$ cat src/rtl/bp_pkg.sv
// Shared types and counter constants for the BTB branch predictor.
// Default sizes here match the core; the predictor re-derives widths from its own parameters.
package bp_pkg;

  localparam int unsigned BP_DW      = 32;
  localparam int unsigned BP_ENTRIES = 16;
  localparam int unsigned BP_CTR_W   = 2;
  localparam int unsigned BP_IDX     = $clog2(BP_ENTRIES);

  typedef logic [BP_CTR_W-1:0] ctr_t;

  typedef struct packed {
    logic                      valid;
    logic [BP_DW-BP_IDX-3:0]   tag;
    logic [BP_DW-1:0]          target;
    ctr_t                      ctr;
  } btb_entry_t;

  // Weak-taken: MSB set, rest clear. Weak-not-taken: MSB clear, rest set.
  function automatic logic [31:0] ctr_weak_t(input int unsigned w);
    return 32'd1 << (w - 1);
  endfunction

  function automatic logic [31:0] ctr_weak_nt(input int unsigned w);
    return (32'd1 << (w - 1)) - 32'd1;
  endfunction

endpackage

$ cat src/rtl/bp_if.sv
// Fetch-lookup and EX-resolution signals between the pipeline and the branch predictor.
interface bp_if #(parameter int unsigned DATA_WIDTH = 32);

  logic [DATA_WIDTH-1:0] PCF;
  logic                  PredTakenF;
  logic [DATA_WIDTH-1:0] PredTargetF;
  logic                  UpdateE;
  logic                  JumpE;
  logic [DATA_WIDTH-1:0] PCE;
  logic                  TakenE;
  logic [DATA_WIDTH-1:0] TargetE;
  logic                  PredTakenE;
  logic [DATA_WIDTH-1:0] PredTargetE;
  logic                  MispredictE;
  logic [DATA_WIDTH-1:0] RedirectPCE;
  logic [31:0]           BranchCnt;
  logic [31:0]           MissCnt;

  modport slave (
    input  PCF, UpdateE, JumpE, PCE, TakenE, TargetE, PredTakenE, PredTargetE,
    output PredTakenF, PredTargetF, MispredictE, RedirectPCE, BranchCnt, MissCnt
  );

  modport master (
    output PCF, UpdateE, JumpE, PCE, TakenE, TargetE, PredTakenE, PredTargetE,
    input  PredTakenF, PredTargetF, MispredictE, RedirectPCE, BranchCnt, MissCnt
  );

endinterface

$ cat src/rtl/bp_sat_ctr.sv
// Next-state for an n-bit saturating direction counter (force-max for unconditional jumps).
module bp_sat_ctr #(
  parameter int unsigned W = 2
) (
  input  logic [W-1:0] ctr_i,
  input  logic         inc_i,
  input  logic         force_max_i,
  output logic [W-1:0] ctr_o
);

  localparam logic [W-1:0] MAX = '1;

  always_comb begin
    ctr_o = ctr_i;
    if (force_max_i)
      ctr_o = MAX;
    else if (inc_i) begin
      if (ctr_i != MAX) ctr_o = ctr_i + W'(1);
    end else if (ctr_i != '0)
      ctr_o = ctr_i - W'(1);
  end

endmodule

$ cat src/rtl/branch_predictor.sv
// Direct-mapped BTB with saturating counters: async lookup at IF, update and
// misprediction detection at EX, plus saturating branch/miss perf counters.
module branch_predictor
  import bp_pkg::*;
#(
  parameter int unsigned DATA_WIDTH = BP_DW,
  parameter int unsigned ENTRIES    = BP_ENTRIES,
  parameter int unsigned CTR_WIDTH  = BP_CTR_W
) (
  input logic clk,
  input logic rst,
  bp_if.slave bus
);

  localparam int unsigned IDX_BITS = $clog2(ENTRIES);
  localparam int unsigned TAG_BITS = DATA_WIDTH - IDX_BITS - 2;

  typedef logic [CTR_WIDTH-1:0] lctr_t;
  typedef struct packed {
    logic                  valid;
    logic [TAG_BITS-1:0]   tag;
    logic [DATA_WIDTH-1:0] target;
    lctr_t                 ctr;
  } entry_t;

  localparam lctr_t  WEAK_T    = lctr_t'(ctr_weak_t(CTR_WIDTH));
  localparam lctr_t  WEAK_NT   = lctr_t'(ctr_weak_nt(CTR_WIDTH));
  localparam entry_t RST_ENTRY = '{valid: 1'b0, tag: '0, target: '0, ctr: WEAK_NT};

  entry_t btb_q [ENTRIES];

  // Fetch-side lookup: purely combinational off the flop array.
  logic [IDX_BITS-1:0] idx_f;
  logic [TAG_BITS-1:0] tag_f;
  entry_t              ent_f;
  logic                hit_f;

  assign idx_f = bus.PCF[IDX_BITS+1:2];
  assign tag_f = bus.PCF[DATA_WIDTH-1:IDX_BITS+2];
  assign ent_f = btb_q[idx_f];
  assign hit_f = ent_f.valid && (ent_f.tag == tag_f);

  assign bus.PredTakenF  = hit_f & ent_f.ctr[CTR_WIDTH-1];
  assign bus.PredTargetF = hit_f ? ent_f.target : '0;

  // Resolution side.
  logic [IDX_BITS-1:0] idx_e;
  logic [TAG_BITS-1:0] tag_e;
  entry_t              ent_e;
  entry_t              ent_d;
  logic                hit_e;
  logic                wr_en;
  lctr_t               ctr_nxt;

  assign idx_e = bus.PCE[IDX_BITS+1:2];
  assign tag_e = bus.PCE[DATA_WIDTH-1:IDX_BITS+2];
  assign ent_e = btb_q[idx_e];
  assign hit_e = ent_e.valid && (ent_e.tag == tag_e);

  bp_sat_ctr #(.W(CTR_WIDTH)) u_sat_ctr (
    .ctr_i       (ent_e.ctr),
    .inc_i       (bus.TakenE),
    .force_max_i (bus.JumpE),
    .ctr_o       (ctr_nxt)
  );

  assign bus.MispredictE = bus.UpdateE &
                           ((bus.TakenE != bus.PredTakenE) |
                            (bus.TakenE & bus.PredTakenE & (bus.TargetE != bus.PredTargetE)));
  assign bus.RedirectPCE = bus.TakenE ? bus.TargetE : bus.PCE + DATA_WIDTH'(4);

  always_comb begin
    wr_en = 1'b0;
    ent_d = ent_e;
    if (bus.UpdateE) begin
      if (hit_e) begin
        wr_en     = 1'b1;
        ent_d.ctr = ctr_nxt;
        if (bus.TakenE) ent_d.target = bus.TargetE;
      end else if (bus.TakenE) begin
        // Allocation overwrites whatever aliased into this slot.
        wr_en        = 1'b1;
        ent_d.valid  = 1'b1;
        ent_d.tag    = tag_e;
        ent_d.target = bus.TargetE;
        ent_d.ctr    = bus.JumpE ? '1 : WEAK_T;
      end
    end
  end

  always_ff @(posedge clk) begin
    if (rst) begin
      for (int i = 0; i < int'(ENTRIES); i++) btb_q[i] <= RST_ENTRY;
    end else if (wr_en) begin
      btb_q[idx_e] <= ent_d;
    end
  end

  // Perf counters.
  logic [31:0] branch_cnt_q, branch_cnt_d;
  logic [31:0] miss_cnt_q, miss_cnt_d;

  always_comb begin
    branch_cnt_d = branch_cnt_q;
    miss_cnt_d   = miss_cnt_q;
    if (bus.UpdateE && branch_cnt_q != '1)     branch_cnt_d = branch_cnt_q + 32'd1;
    if (bus.MispredictE && miss_cnt_q != '1)   miss_cnt_d   = miss_cnt_q + 32'd1;
  end

  always_ff @(posedge clk) begin
    if (rst) begin
      branch_cnt_q <= '0;
      miss_cnt_q   <= '0;
    end else begin
      branch_cnt_q <= branch_cnt_d;
      miss_cnt_q   <= miss_cnt_d;
    end
  end

  assign bus.BranchCnt = branch_cnt_q;
  assign bus.MissCnt   = miss_cnt_q;

  logic unused_pc_lsb;
  assign unused_pc_lsb = ^{bus.PCF[1:0], bus.PCE[1:0]};

endmodule

$ cat src/flat_wrapper.sv
// flat-port wrapper written by rule: the top's interface ports become plain ports
module branch_predictor_flat import bp_pkg::*;
#(
  parameter int unsigned DATA_WIDTH = BP_DW,
  parameter int unsigned ENTRIES    = BP_ENTRIES,
  parameter int unsigned CTR_WIDTH  = BP_CTR_W
)
  (clk, rst, bus_PCF, bus_UpdateE, bus_JumpE, bus_PCE, bus_TakenE, bus_TargetE, bus_PredTakenE, bus_PredTargetE, bus_PredTakenF, bus_PredTargetF, bus_MispredictE, bus_RedirectPCE, bus_BranchCnt, bus_MissCnt);
  bp_if #(.DATA_WIDTH(DATA_WIDTH)) bus_i ();
  input logic clk;
  input logic rst;
  input wire logic [$bits(bus_i.PCF)-1:0] bus_PCF;
  input wire logic [$bits(bus_i.UpdateE)-1:0] bus_UpdateE;
  input wire logic [$bits(bus_i.JumpE)-1:0] bus_JumpE;
  input wire logic [$bits(bus_i.PCE)-1:0] bus_PCE;
  input wire logic [$bits(bus_i.TakenE)-1:0] bus_TakenE;
  input wire logic [$bits(bus_i.TargetE)-1:0] bus_TargetE;
  input wire logic [$bits(bus_i.PredTakenE)-1:0] bus_PredTakenE;
  input wire logic [$bits(bus_i.PredTargetE)-1:0] bus_PredTargetE;
  output wire logic [$bits(bus_i.PredTakenF)-1:0] bus_PredTakenF;
  output wire logic [$bits(bus_i.PredTargetF)-1:0] bus_PredTargetF;
  output wire logic [$bits(bus_i.MispredictE)-1:0] bus_MispredictE;
  output wire logic [$bits(bus_i.RedirectPCE)-1:0] bus_RedirectPCE;
  output wire logic [$bits(bus_i.BranchCnt)-1:0] bus_BranchCnt;
  output wire logic [$bits(bus_i.MissCnt)-1:0] bus_MissCnt;
  assign bus_i.PCF = bus_PCF;
  assign bus_i.UpdateE = bus_UpdateE;
  assign bus_i.JumpE = bus_JumpE;
  assign bus_i.PCE = bus_PCE;
  assign bus_i.TakenE = bus_TakenE;
  assign bus_i.TargetE = bus_TargetE;
  assign bus_i.PredTakenE = bus_PredTakenE;
  assign bus_i.PredTargetE = bus_PredTargetE;
  assign bus_PredTakenF = bus_i.PredTakenF;
  assign bus_PredTargetF = bus_i.PredTargetF;
  assign bus_MispredictE = bus_i.MispredictE;
  assign bus_RedirectPCE = bus_i.RedirectPCE;
  assign bus_BranchCnt = bus_i.BranchCnt;
  assign bus_MissCnt = bus_i.MissCnt;
  branch_predictor #(.DATA_WIDTH(DATA_WIDTH), .ENTRIES(ENTRIES), .CTR_WIDTH(CTR_WIDTH)) u_core (.clk(clk), .rst(rst), .bus(bus_i));
endmodule
$ cat config.mk
export PLATFORM = sky130hd
export DESIGN_NAME = branch_predictor_flat
export DESIGN_NICKNAME = d
export VERILOG_FILES = /design/src/rtl/bp_pkg.sv /design/src/rtl/bp_if.sv /design/src/rtl/bp_sat_ctr.sv /design/src/rtl/branch_predictor.sv /design/src/flat_wrapper.sv
export SDC_FILE = /design/constraint.sdc
export NUM_CORES = 2
export LEC_CHECK = 0
export ABC_AREA = 1
export CORE_ASPECT_RATIO = 0.6
export CORE_UTILIZATION = 60
export DETAILED_ROUTE_END_ITERATION = 8
export PLACE_DENSITY_LB_ADDON = 0.15
export SYNTH_ARGS = -nofsm -noshare
export SYNTH_HDL_FRONTEND = slang
export SYNTH_SLANG_ARGS = --single-unit
$ cat constraint.sdc
create_clock -name clk -period 5.6 [get_ports clk]
set_input_delay 1.4 -clock clk [delete_from_list [all_inputs] [get_ports clk]]
set_output_delay 1.4 -clock clk [all_outputs]
set_load 0.02 [all_outputs]
==> Word level (Yosys, flattened, before mapping) <==
Memories as Yosys holds them, arrays and structs flattened.
Cells that the tools add are included.
{ "totals": {"ff_bits": 64, "latchBits": 0, "ramBits": 976, "rom_bits": 0, "in_bits": 134, "out_inout_bits": 130, "elab_cells": 49, "n_memories": 1} }
{ "mem_list": {"columns": ["memory", "depth", "word_bits", "rd", "rd_ports_with_merged_regs", "write_ports", "line", "text"], "rows": [
  ["u_core.btb_q", 16, 61, 2, 0, 16, "branch_predictor.sv:30", "entry_t btb_q [ENTRIES];"]
]} }
{ "op_classes": {"addsub": 5, "multipliers": 0, "div_mod_pow": 0, "magnitude_cmp": 0, "n_eq_ne": 7, "n_shift": 0, "mux": 23, "n_bitwise": 5, "n_reduce_logical": 6} }
{ "op_table": {"columns": ["cell", "count"], "rows": [
  ["61-bit two-way mux", 3],
  ["32-bit two-way mux", 3],
  ["32-bit by 1-bit adder with 32-bit output, second input constant", 2],
  ["32-bit != test, second input constant", 2],
  ["61-bit OR reduction", 1],
  ["26-bit equality test", 2],
  ["34-bit two-way mux", 1],
  ["32-bit by 3-bit adder with 32-bit output, second input constant", 1],
  ["32-bit != test", 1],
  ["27-bit two-way mux", 1],
  ["1-bit two-way mux", 10],
  ["2-bit two-way mux", 4],
  ["1-bit AND", 4],
  ["1-bit logical AND", 4],
  ["4-bit two-way mux", 1],
  ["2-bit by 1-bit adder with 2-bit output, second input constant", 1],
  ["2-bit != test, second input constant", 1],
  ["2-bit nonzero test", 1],
  ["2-bit by 1-bit subtractor with 2-bit output, second input constant", 1],
  ["1-bit != test", 1],
  ["1-bit bitwise OR", 1]
]} }

==> Longest topological paths before layout <==
An unclocked memory read counts as a cell.
{ "depth": {"depth_word": 10, "mapped_depth": 22, "ltp_nobuf": 19} }

==> Hierarchy <==
A second synthesis with hierarchy kept.
{ "unflattened": {"hier_cells": 7507, "area_unflattened_um2": 59649.7} }
{ "modules_own_cells": {"columns": ["module", "n_inst", "cells_per_inst", "area_each_um2", "seq_area_each_um2"], "rows": [
  ["branch_predictor", 1, 7502, 59620.9, 30589.3],
  ["bp_sat_ctr", 1, 5, 28.8, 0.0]
]} }

==> Worst setup path before layout <==
OpenSTA, ideal clock, no wires.
{ "synth_timing": {"path_kind": "input to output", "from": "input port bus_PCF[2]", "to": "output port bus_PredTakenF", "arrival_ns": 3.839, "required_time_ns": 4.200, "path_slack_ns": 0.361, "path_stages": 12, "path_buffers": 6, "cell_sequence": "clkbuf_1 clkbuf_1 buf_2 buf_2 clkbuf_1 clkbuf_1 nor2_1 o21ai_0 o21ai_0 o21ai_0 o22ai_1 nor3_1"} }
{ "synth_between": {"elab_chain_len": 4} }
{ "synth_lines": {"columns": ["element", "line", "text"], "rows": [
  ["start, declared", "flat_wrapper.sv:12", "input wire logic [$bits(bus_i.PCF)-1:0] bus_PCF;"],
  ["memory 16 x 61 bit (*)", null, null],
  ["26-bit equality test", "branch_predictor.sv:41", "assign hit_f = ent_f.valid && (ent_f.tag == tag_f);"],
  ["1-bit logical AND", "branch_predictor.sv:41", null],
  ["1-bit AND (*)", "branch_predictor.sv:43", "assign bus.PredTakenF = hit_f & ent_f.ctr[CTR_WIDTH-1];"],
  ["end, declared", "flat_wrapper.sv:20", "output wire logic [$bits(bus_i.PredTakenF)-1:0] bus_PredTakenF;"]
]} }
Every way passes the cells marked *; elsewhere a longest branch is shown, timed or not.

==> Worst setup path in the final report <==
{ "layout_timing": {"from": "input port bus_PCF[2]", "to": "output port bus_PredTargetF[24]"} }
{ "layout_between": {"elab_chain_len": 4} }
{ "layout_lines": {"columns": ["element", "line", "text"], "rows": [
  ["memory 16 x 61 bit (*)", null, null],
  ["26-bit equality test", "branch_predictor.sv:41", null],
  ["1-bit logical AND", "branch_predictor.sv:41", null],
  ["32-bit two-way mux (*)", "branch_predictor.sv:44", "assign bus.PredTargetF = hit_f ? ent_f.target : '0;"],
  ["end, declared", "flat_wrapper.sv:21", "output wire logic [$bits(bus_i.PredTargetF)-1:0] bus_PredTargetF;"]
]} }
Marks and branches as above.

==> results.toml <==
[floorplanning]
fp.dieArea_um2 = 99800
initial_utilization_pct = 61.1
chipHeight_um = 245
die_w_um = 407
io_pins = 264
core_area_um2 = 96800
rows = 88

[synthesis]
synth.avg_cell_area_um2 = 8.09
synth_cell_type_count = 49
ys_warn_count = 0
synth_top_flop_cell = "edfxtp_1"
postSynthCellCount = 7308
ys_top_cells_by_count = "nor2_1, nand2_1, edfxtp_1"
synth_top_area_cell = "edfxtp_1"
seq_area_frac_synth_pct = 51.8
synth-seq-cells = 1040
synth.top_cells.by_area = "edfxtp_1, nor2_1, nand2_1"
syn_nets = 7449
yosysMostFrequentCell = "nor2_1"
synth-edff-count = 976
syn_area_um2 = 59100
synth_top_area_share_pct = 49.6
async_reset_ff_share_pct = 0

[clocking]
cts_sinks = 1040
cts_tree = "done"
cts_root_buf = "clkbuf_16"
cts.path.max_buffers = 3
h-tree-depth = 3
clk_pin_slew_ps = 70
insertion_delay_ps = 730
cts_buffers = 98
postCtsHoldBufs = 0

[setup_path]
reg2regPathDepth = 20
cp_num_cells = 10
cp.arrival_ps = 4180
critPathMaxStageDelay_ps = 770
cp_slowest_cell = "o21ai_0"
path_delay_family = "buffers and inverters"
path_max_fanout = 42
crit_chain = "buf_16 -> buf_4 -> buf_4 -> buf_4 -> o211ai_1 -> nand3_1 -> o21ai_0 -> o21ai_0 -> nor3_1 -> buf_4"
critPathCaptureType = "primary output"
crit_required_ps = 4200
path_buf_inv = 5
setup.worst_path.start_class = "input port"
cpMostUsedCell = "buf_4"
crit_type = "input port to primary output"

[placed_design]
port_buffers = 261
dp_slack_ps = -595
hpwlAfterDp_um = 143000
placed_cell_area_um2 = 66400
gp_congestion = 1.00

[power]
leakage_nw = 27.9
power.density_nw_per_um2 = 270
total_power_mw = 18.8
peakVddDrop_v = 0.000258

[global_routing]
grt_util_met3_pct = 16.5
grt_max_degree = 229
grt_pass1_vias = 53683
grt.busiest_layer = "met2"
overflow = 0
use_met1_pct = 60.4
grt_usage_pct = 44.6
grt_pass1_wl_um = 332000
met2_usage_pct = 61.6
antenna_found_initial = 11

[final_layout]
final_net_count = 7696
stdcell_area_um2 = 69600
drive_above_1_share_pct = 9.40
syn2layout_area_growth_pct = 17.8
fin_util_pct = 71.9

[sta]
fmax_ghz = 0.179
relSlewSlack_pct = 11.2
fin_crit_sh_pct = 99.6
setup_ws_ps = 22.8
hold_slack_ps = 484
fin_skew_ps = 27.2
finalHoldViolCount = 0
final_max_slew_viol_count = 0
finalSetupViolCount = 0
fin_crit_ps = 5580
tightest_slew_ps = 1330

[job]
cap_violations = 0

[route]
remaining_drc_errors = 2
drt-wirelength-per-cell_um = 25.5
drt_iter0_drc = 11193
wl_um = 228000
ant_nets = 0
drt_pass1_iterations = 9
via_per_inst = 6.49
routed-via-count = 58090

[outcome]
outcome = "finished with violations"
violations = "DRC"

[hold_path]
hold_class = "flop to flop"
whs_path_depth = 2
## state kept, by name (all words and copies together) (netlist names)
register and count:
u_core.btb_q 976, u_core.bus.BranchCnt 32, u_core.bus.MissCnt 32
## cells in the final DEF (no fill, tap or decap), types with 33 or more instances in the layout
cell	n
a221oi_1	39
nor2_1	1442
edfxtp_1	976
clkdlybuf4s50_1	201
a21oi_1	601
o21ai_0	713
xnor2_1	44
nand2_1	1271
dlygate4sd2_1	39
nand4_1	43
o221ai_1	33
dfxtp_1	64
nor3_1	81
buf_4	332
nand3_1	323
clkbuf_16	101
inv_1	618
o211ai_1	191
xor2_1	42
buf_12	150
## worst reg2reg max path: stages, from the launching register on
cell      delay [ps]
edfxtp_1         390
inv_1            100
nand2_1           50
nand3_1          120
nand2_1           70
nand2_1           50
nand2_1           70
nor2_1           260
nand2_1          100
nand2_1           80
nor2_1            50
nand3_1          280
nor2_1            90
buf_4            150
nand2_1           90
nand2_2           70
buf_12           190
buf_12           140
nand4_4           80
buf_4            710
nor2_1           170
## final timing paths
check,startpoint,endpoint,slack [ps]
setup / recovery,bus_PCF[2],bus_PredTargetF[24],20
setup reg to reg,u_core.btb_q[5][49],u_core.btb_q[3][23],2000
hold / removal,u_core.bus.BranchCnt[30],u_core.bus.BranchCnt[30],480
hold reg to reg,u_core.bus.BranchCnt[30],u_core.bus.BranchCnt[30],480
## metrics by stage
| step | setup TNS (ps) | cells |
|---|---|---|
| 2_1_floorplan | 0 | 7308 |
| 3_3_place_gp | -11290 | 8754 |
| 3_5_place_dp | -17350 | 8754 |
| 4_1_cts | 0 | 8939 |
| 5_1_grt | -3.53 | 8942 |
| 6_report | 0 | 8947 |
## layer usage
layer  routed length, um  up-vias  part of all wire [%]
met3               43700      951                    19
met2               90900     5425                    40
met4               14500       16                   6.4
met5                 111        -                 0.049
li1                    -    25173                     -
met1               78800    26525                    35
## report_power, final
group	switching (mW)	total [mW]	internal, mW
registers	0.123	8.87	8.75
clock network	3.10	6.77	3.67
logic	2.14	3.17	1.02
## kinds of logic after synthesis
| family | after synthesis | share of synthesized area [%] |
|---|---|---|
| and+or+nand+nor | 3239 | 22.1 |
| AOI/OAI and AO/OA | 1711 | 16.4 |
| buffers and inverters | 1222 | 8.34 |
| DFF | 1040 | 51.8 |
| xor gates and xnor gates | 86 | 1.27 |
| adders and majority gates | 7 | 0.148 |
| muxes | 3 | 0.0508 |
## layout make-up
type	instances	area (um2)
clock buffers	121	2600
multi-input cells	5046	23800
clock inverters	60	524
inverters	629	2390
diodes	6	15.0
flip-flops and latches	1040	30600
well taps	1305	1630
fillers	7245	27200
repair buffers	740	8050
## timing repair
action	in CTS	in global routing
endpoints found under the setup margin	50	41
pin swaps	4	7
gates cloned	0	0
gates resized for setup	69	34
buffers inserted	4	1
Power figures use the tool's default switching activity.
